**src/rtl/mcpu_pkg.sv**
```systemverilog
// Shared definitions for the multi-cycle MIPS datapath.
// Memory-stage FSM states, instruction field positions, default widths.
package mcpu_pkg;

  typedef enum logic {
    IDLE = 1'b0,
    BUS  = 1'b1
  } memState_t;

  localparam int OP_HI    = 31;
  localparam int OP_LO    = 26;
  localparam int FUNCT_HI = 5;
  localparam int FUNCT_LO = 0;

  localparam int DEF_ADDR_W = 32;
  localparam int DEF_DATA_W = 32;

endpackage

```
**src/rtl/mem_access_unit_if.sv**
```systemverilog
// External memory bus: single-outstanding req/ack.
// master = memory-access stage, slave = memory.
interface mem_access_unit_if
  import mcpu_pkg::*;
#(
  parameter int ADDR_W = DEF_ADDR_W,
  parameter int DATA_W = DEF_DATA_W
);

  logic              bus_req;
  logic              bus_we;
  logic [ADDR_W-1:0] bus_addr;
  logic [DATA_W-1:0] bus_wdata;
  logic              bus_ack;
  logic [DATA_W-1:0] bus_rdata;

  modport master (
    output bus_req,
    output bus_we,
    output bus_addr,
    output bus_wdata,
    input  bus_ack,
    input  bus_rdata
  );

  modport slave (
    input  bus_req,
    input  bus_we,
    input  bus_addr,
    input  bus_wdata,
    output bus_ack,
    output bus_rdata
  );

endinterface

```
**src/rtl/mem_timeout_ctr.sv**
```systemverilog
// Bus wait counter; expired is high in the TIMEOUT-th enabled cycle.
// Only instantiated when MEM_TIMEOUT_EN is defined.
module mem_timeout_ctr #(
  parameter int TIMEOUT = 15
) (
  input  logic clk,
  input  logic rst_n,
  input  logic clear,
  input  logic enable,
  output logic expired
);

  localparam int W = $clog2(TIMEOUT + 1);
  localparam logic [W-1:0] LAST = W'(TIMEOUT - 1);

  logic [W-1:0] count;

  always_ff @(posedge clk or negedge rst_n) begin
    if (!rst_n) begin
      count <= '0;
    end else if (clear) begin
      count <= '0;
    end else if (enable && count != LAST) begin
      count <= count + 1'b1;
    end
  end

  assign expired = enable && (count == LAST);

endmodule

```
**src/rtl/mem_access_unit.sv**
```systemverilog
// Memory-access stage: runs bus transactions, loads IR/MDR.
// Optional bus timeout with sticky err when MEM_TIMEOUT_EN is defined.
module mem_access_unit
  import mcpu_pkg::*;
#(
  parameter int ADDR_W  = DEF_ADDR_W,
  parameter int DATA_W  = DEF_DATA_W,
  parameter int TIMEOUT = 15
) (
  input  logic              clk,
  input  logic              rst_n,
  input  logic              iord,
  input  logic [ADDR_W-1:0] pc,
  input  logic [ADDR_W-1:0] alu_out,
  input  logic [DATA_W-1:0] wdata,
  input  logic              mem_read,
  input  logic              mem_write,
  input  logic              ir_write,
  output logic              busy,
  output logic [DATA_W-1:0] ir,
  output logic [DATA_W-1:0] mdr,
  output logic [5:0]        op,
  output logic [5:0]        funct,
  output logic              err,
  mem_access_unit_if.master bus
);

  memState_t state;
  memState_t nextState;

  logic              start;
  logic              ackHit;
  logic              timedOut;
  logic              irWriteQ;
  logic              weQ;
  logic [ADDR_W-1:0] addrQ;
  logic [DATA_W-1:0] wdataQ;

  assign start  = (state == IDLE) && (mem_read || mem_write);
  assign ackHit = (state == BUS) && bus.bus_ack;

`ifdef MEM_TIMEOUT_EN
  logic expired;
  logic errQ;

  mem_timeout_ctr #(
    .TIMEOUT (TIMEOUT)
  ) u_timeout (
    .clk     (clk),
    .rst_n   (rst_n),
    .clear   (state != BUS),
    .enable  (state == BUS),
    .expired (expired)
  );

  // An ack in the final wait cycle still completes normally
  assign timedOut = expired && !bus.bus_ack;

  always_ff @(posedge clk or negedge rst_n) begin
    if (!rst_n) begin
      errQ <= 1'b0;
    end else if (timedOut) begin
      errQ <= 1'b1;
    end
  end

  assign err = errQ;
`else
  assign timedOut = 1'b0;
  assign err      = 1'b0;
`endif

  always_ff @(posedge clk or negedge rst_n) begin
    if (!rst_n) begin
      state <= IDLE;
    end else begin
      state <= nextState;
    end
  end

  always_comb begin
    nextState = state;
    unique case (state)
      IDLE: if (start) nextState = BUS;
      BUS:  if (bus.bus_ack || timedOut) nextState = IDLE;
      default: nextState = IDLE;
    endcase
  end

  always_ff @(posedge clk or negedge rst_n) begin
    if (!rst_n) begin
      addrQ    <= '0;
      wdataQ   <= '0;
      weQ      <= 1'b0;
      irWriteQ <= 1'b0;
      ir       <= '0;
      mdr      <= '0;
    end else begin
      if (start) begin
        addrQ    <= iord ? alu_out : pc;
        wdataQ   <= wdata;
        weQ      <= mem_write;
        irWriteQ <= ir_write && !mem_write;
      end
      if (ackHit && !weQ) begin
        mdr <= bus.bus_rdata;
        if (irWriteQ) ir <= bus.bus_rdata;
      end
    end
  end

  assign busy          = (state == BUS);
  assign bus.bus_req   = (state == BUS);
  assign bus.bus_we    = weQ;
  assign bus.bus_addr  = addrQ;
  assign bus.bus_wdata = wdataQ;

  assign op    = ir[OP_HI:OP_LO];
  assign funct = ir[FUNCT_HI:FUNCT_LO];

endmodule

```
**src/flat_wrapper.sv**
```systemverilog
// flat-port wrapper written by rule: the top's interface ports become plain ports
module mem_access_unit_flat import mcpu_pkg::*;
#(
  parameter int ADDR_W  = DEF_ADDR_W,
  parameter int DATA_W  = DEF_DATA_W,
  parameter int TIMEOUT = 15
)
  (clk, rst_n, iord, pc, alu_out, wdata, mem_read, mem_write, ir_write, busy, ir, mdr, op, funct, err, bus_bus_req, bus_bus_we, bus_bus_addr, bus_bus_wdata, bus_bus_ack, bus_bus_rdata);
  mem_access_unit_if #(.ADDR_W(ADDR_W), .DATA_W(DATA_W)) bus_i ();
  input  logic clk;
  input  logic rst_n;
  input  logic iord;
  input  logic [ADDR_W-1:0] pc;
  input  logic [ADDR_W-1:0] alu_out;
  input  logic [DATA_W-1:0] wdata;
  input  logic mem_read;
  input  logic mem_write;
  input  logic ir_write;
  output logic busy;
  output logic [DATA_W-1:0] ir;
  output logic [DATA_W-1:0] mdr;
  output logic [5:0] op;
  output logic [5:0] funct;
  output logic err;
  output wire logic [$bits(bus_i.bus_req)-1:0] bus_bus_req;
  output wire logic [$bits(bus_i.bus_we)-1:0] bus_bus_we;
  output wire logic [$bits(bus_i.bus_addr)-1:0] bus_bus_addr;
  output wire logic [$bits(bus_i.bus_wdata)-1:0] bus_bus_wdata;
  input wire logic [$bits(bus_i.bus_ack)-1:0] bus_bus_ack;
  input wire logic [$bits(bus_i.bus_rdata)-1:0] bus_bus_rdata;
  assign bus_bus_req = bus_i.bus_req;
  assign bus_bus_we = bus_i.bus_we;
  assign bus_bus_addr = bus_i.bus_addr;
  assign bus_bus_wdata = bus_i.bus_wdata;
  assign bus_i.bus_ack = bus_bus_ack;
  assign bus_i.bus_rdata = bus_bus_rdata;
  mem_access_unit #(.ADDR_W(ADDR_W), .DATA_W(DATA_W), .TIMEOUT(TIMEOUT)) u_core (.clk(clk), .rst_n(rst_n), .iord(iord), .pc(pc), .alu_out(alu_out), .wdata(wdata), .mem_read(mem_read), .mem_write(mem_write), .ir_write(ir_write), .busy(busy), .ir(ir), .mdr(mdr), .op(op), .funct(funct), .err(err), .bus(bus_i));
endmodule
```
**config.mk**
```make
export PLATFORM = sky130hd
export DESIGN_NAME = mem_access_unit_flat
export DESIGN_NICKNAME = d
export VERILOG_FILES = /design/src/rtl/mcpu_pkg.sv /design/src/rtl/mem_access_unit_if.sv /design/src/rtl/mem_timeout_ctr.sv /design/src/rtl/mem_access_unit.sv /design/src/flat_wrapper.sv
export SDC_FILE = /design/constraint.sdc
export NUM_CORES = 1
export LEC_CHECK = 0
export CORE_MARGIN = 4
export CORE_UTILIZATION = 41
export CTS_BUF_LIST = sky130_fd_sc_hd__clkbuf_8
export CTS_CLUSTER_DIAMETER = 40
export DETAILED_ROUTE_END_ITERATION = 10
export GPL_TIMING_DRIVEN = 0
export HOLD_SLACK_MARGIN = 0.1
export PLACE_DENSITY = 0.87
export SLEW_MARGIN = 25
export SYNTH_ARGS = -nofsm -noshare
export SYNTH_HDL_FRONTEND = slang
export SYNTH_SLANG_ARGS = --single-unit
```
**constraint.sdc**
```tcl
create_clock -name clk -period 1.76 [get_ports clk]
set_input_delay 0.44 -clock clk [delete_from_list [all_inputs] [get_ports clk]]
set_output_delay 0.44 -clock clk [all_outputs]
set_load 0.005 [all_outputs]
```
; ---- Yosys cells after proc, flatten, opt, wreduce, memory -nomap -nowiden
; Cells that the tools add are included.
[classes]
mux = 4
n_reduce_logical = 8
bitwise_logic = 1
[op_table]
columns = cell, count
row1 = 32-bit 2-to-1 mux, 1
row2 = 1-bit logical AND, 4
row3 = 1-bit logical NOT, 2
row4 = 1-bit 2-to-1 mux, 2
row5 = 1-bit one-hot mux with 2 select lines, 1
row6 = 2-bit AND reduction, 1
row7 = 1-bit logical OR, 1
row8 = 1-bit inverter, 1
[word_totals]
wordCells = 20
ff_bits = 131
input_bits = 135

; ---- Logic depth before layout (Yosys ltp)
[depth]
ltp_word = 4
mapped_depth = 4

; ---- Least setup slack after synthesis
; No wires, ideal clock.
[synth_path]
path_kind = input to register
startpoint = in iord
endpoint = reg u_core.addrQ[21], in the netlist u_core.bus.bus_addr[21]
t_required_ps = 1635
slack_ps = 393
path_stages = 4
arrival_time_ps = 1242
n_path_buf = 2
path_cell_list = buf_6 -> buf_6 -> mux2_2 -> mux2_4
[synth_between]
elab_chain_cells = 1
[synth_lines]
columns = item, line_no
row1 = start: declaration, flat_wrapper.sv:12  ; input logic iord;
row2 = 32-bit 2-to-1 mux, mem_access_unit.sv:100  ; addrQ <= iord ? alu_out : pc;
row3 = end signal: assignment, mem_access_unit.sv:100
row4 = end: declaration, mem_access_unit.sv:36  ; logic [ADDR_W-1:0] addrQ;
; No other way between the ends.
; A chain may end at the register's enable or synchronous reset.

; ---- Worst setup path after layout
[layout_path]
startpoint = reg u_core.ir[26]
endpoint = out op[0]
[layout_lines]
columns = item, line_no
row1 = start: declaration, mem_access_unit.sv:20  ; output logic [DATA_W-1:0] ir,
row2 = start signal: assignment, mem_access_unit.sv:107  ; if (irWriteQ) ir <= bus.bus_rdata;
row3 = end: declaration, flat_wrapper.sv:22  ; output logic [5:0] op;
; No word-level cell between the ends.

==> results.tsv <==
stage	metric	value	unit
route	wire_per_inst	18.0	um
sta	worstMarginPinSlew	0.612	ns
route	via_per_inst	4.67	
synth	synthArstFlopShare	100	%
global_route	grt_usage	19.1	%
power	power_frac_comb	39.1	%
floorplanning	core_area	13200	um^2
power	p_int	9190	uW
synth	synth.area.top_cells	dfrtp_1 59%, mux2_2 26%, mux2_4 7.9%, buf_4 1.9%, buf_6 1.6%	
cts	clock_latency	0.44	ns
synth	synth_top_area_cell	dfrtp_1	
global_route	grt_antenna_before_repair	0	
floorplanning	die_x	124	um
synth	syn_area	5510	um^2
cts	path_clk_slew	0.07	ns
power	p_seq_share	39.3	%
critical_path	cp-end-kind	primary output	
critical_path	slowest_delay	0.40	ns
cts	cts.sinks	131	
sta	maxSlewHeadroom	59.2	%
cts	tritoncts	done	
run_status	status	finished, final reports clean	
synth	synth_flop_cell	dfrtp_1	
critical_path	critPathLaunchType	register	
sta	rsz0062_at_grt	false	
synth	synth.most_common_cell	dfrtp_1	
synth	syn_inst	331	
cts	ctsLongestPathBuffers	2	
power	pwr_density_cell	1420	nW/um^2
route	routed_wirelength	14900	um
sta	setup_viol	0	
synth	yosys-top-cells-count	131 x dfrtp_1, 128 x mux2_2, 29 x mux2_4, 14 x buf_4, 9 x buf_2	
route	drt_iter0_markers	125	
floorplanning	die_y	124	um
sta	setup_ws	0.0833	ns
critical_path	cp_cell_sequence	buf_4 > dlygate4sd2_1	
power	p_sw	3460	uW
synth	muxShareOfSynthArea	35.1	%
critical_path	crit_required	1.32	ns
sta	finalCritPeriodShare	95.3	%
global_route	grt_pass1_wl	22000	um
run	cap_violations	0	
synth	synth-simple-area-share	0.522	%
critical_path	crit_path_end	op[0]	
power	switching_share	27.4	%
critical_path	arrival	1.24	ns
sta	skew	0.00852	ns
global_route	grt-ovfl-total	0	
synth	synth-edff-count	0	
critical_path	r2r_end	u_core.mdr[10]$_DFFE_PN0P_	
synth	synthAdderAreaFrac	0	%
critical_path	path_class	register to primary output	
cts	htreeDepth	4	
power	p_leak	0.00420	uW
critical_path	rrSetupSlack	0.16	ns
floorplanning	ios	279	
synth	ys_ff_latch	131	
global_route	grt_pass1_vias	4184	
sta	fmax	596	MHz
power	vdd_ir_drop_max	0.972	mV
cells_and_area	area_delta_synth_final	61.8	%
synth	synth_cell_types	14	
floorplanning	start_util	41.8	%
cells_and_area	drive_gt1_share	36.1	%
critical_path	crit_slowest_cell	dfrtp_1	
synth	netlist.area_leader.share	59.5	%
hold_path	hold_class	primary input to register	
synth	yosys_warnings	0	
placement	gpl.final_weighted_congestion	0.719	
route	first_pass_iters	4	
floorplanning	die_area	15400	um^2
synth	synth_compound_area_share	0.431	%
synth	avgSynthCellArea	16.7	um^2
floorplanning	num_rows	42	
sta	whs	0.410	ns
route	vias	3861	
route	ant_nets	0	
synth	synth_top_family_by_area	multiplexers	
cells_and_area	finalNetCount	774	
critical_path	crit_start	u_core.ir[26]$_DFFE_PN0P_	
synth	synth-seq-area-share	59.5	%
cells_and_area	antenna_cells	0	
global_route	grt_max_degree	81	
placement	hpwl	11400	um
synth	synthesis.nets	466	
placement	preCtsSetupSlack	-0.299	ns
sta	hold_viol	0	
critical_path	crit_fanout	3	
critical_path	rr_worst_depth	4	
cts	clock-root-buffer	clkbuf_8	
placement	port_buffers	276	
sta	drv_slew	0	
power	clockPowerShare	21.6	%
sta	fin_crit	1.68	ns
critical_path	reg2reg_from	u_core.bus.bus_req$_DFF_PN0_	
route	drcViolationCount	0	
synth	synth_xor_area_share	0	%
cts	cts_buffers	17	
==> repair_timing <==
| action | in CTS | in global routing |
|---|---|---|
| setup buffers | 10 | 1 |
| hold endpoints to repair | 79 | 0 |
| hold buffers | 1 | 0 |
| gates cloned | 0 | 0 |
| setup endpoints to repair | 137 | 10 |
| resized for setup | 135 | 10 |
==> kinds of logic after synthesis <==
| logic type | after synthesis |
|---|---|
| multiplexers | 162 |
| flip-flops | 131 |
| other | 1 |
| AO/OA/AOI/OAI | 2 |
| buffers and inverters | 32 |
| AND/OR/NAND/NOR | 3 |
==> how the worst min path moves through the flow <==
stage                                             from                                   end  slack, ns  cells after the start
finish                                            iord    u_core.bus.bus_addr[0]$_DFFE_PN0P_       0.41                      3
floorplan                                        rst_n    u_core.bus.bus_addr[0]$_DFFE_PN0P_       0.14                      0
detailed placement                               rst_n  u_core.bus.bus_wdata[27]$_DFFE_PN0P_       0.47                      1
global placement    u_core.bus.bus_addr[0]$_DFFE_PN0P_    u_core.bus.bus_addr[0]$_DFFE_PN0P_       0.49                      1
CTS                                               iord    u_core.bus.bus_addr[0]$_DFFE_PN0P_       0.38                      3
global route                                      iord    u_core.bus.bus_addr[0]$_DFFE_PN0P_       0.41                      3
==> per-stage QoR <==
stage	setup TNS [ns]	utilization, %	instances	power, uW	cell area, um^2
after floorplan	0	-	331	7080	5510
after global placement	-627.56	64.4	783	10700	8490
after detailed placement	-26.50	64.6	784	10900	8530
after CTS	0	67.4	826	12800	8880
after global routing	0	67.6	827	13400	8920
final	0	67.6	827	12600	8920
==> state kept, by name (all words and copies together), names as in the netlist <==
name,count
u_core.mdr,32
u_core.bus.bus_we,1
u_core.irWriteQ,1
u_core.bus.bus_req,1
u_core.bus.bus_wdata,32
u_core.bus.bus_addr,32
u_core.ir,32
==> power groups by stage <==
stage / registers, uW / clock network [uW] / logic (uW)
after floorplan: 5110 / 0 / 1970
after global placement: 5010 / 0 / 5670
after detailed placement: 5090 / 0 / 5820
after CTS: 4980 / 2820 / 5040
after global routing: 5120 / 2950 / 5350
final: 4970 / 2730 / 4950
==> routing by layer <==
| metal | GRT usage, % | share of wire, % |
|---|---|---|
| met5 | 0 | 0 |
| met4 | 7.80 | 1.9 |
| met1 | 19.3 | 34 |
| met2 | 34.3 | 54 |
| met3 | 8.17 | 11 |
==> worst max-delay path, delay by kind of cell (launching register included) <==
family,cells,cell delay [ns]
buffers and inverters,2,0.39
flip-flops,1,0.40
==> final cells by class <==
cell class / count / area [um^2]
Fill cell: 959 / 4270
Clock buffer: 23 / 317
Multi-Input combinational cell: 168 / 1990
Clock inverter: 8 / 123
Buffer: 31 / 240
Tap cell: 176 / 220
Timing Repair Buffer: 289 / 2740
Inverter: 1 / 3.75
Sequential cell: 131 / 3280
==> layout by cell type (no fill, tap or decap), drive strengths merged <==
cell,Yosys,routed
clkdlybuf4s15,0,1
dlygate4sd3,0,1
dlygate4sd2,0,133
clkbuf,0,23
nor2b,1,1
o21ai,1,1
o21bai,1,1
inv,1,1
nand3b,1,1
conb,1,1
dlymetal6s2s,0,9
clkinv,0,2
clkinvlp,0,3
nand4b,1,1
mux2,162,162
dfrtp,131,131
buf,31,44
clkdlybuf4s50,0,132
bufinv,0,3
No activity file was read; power rests on OpenSTA's default activity.
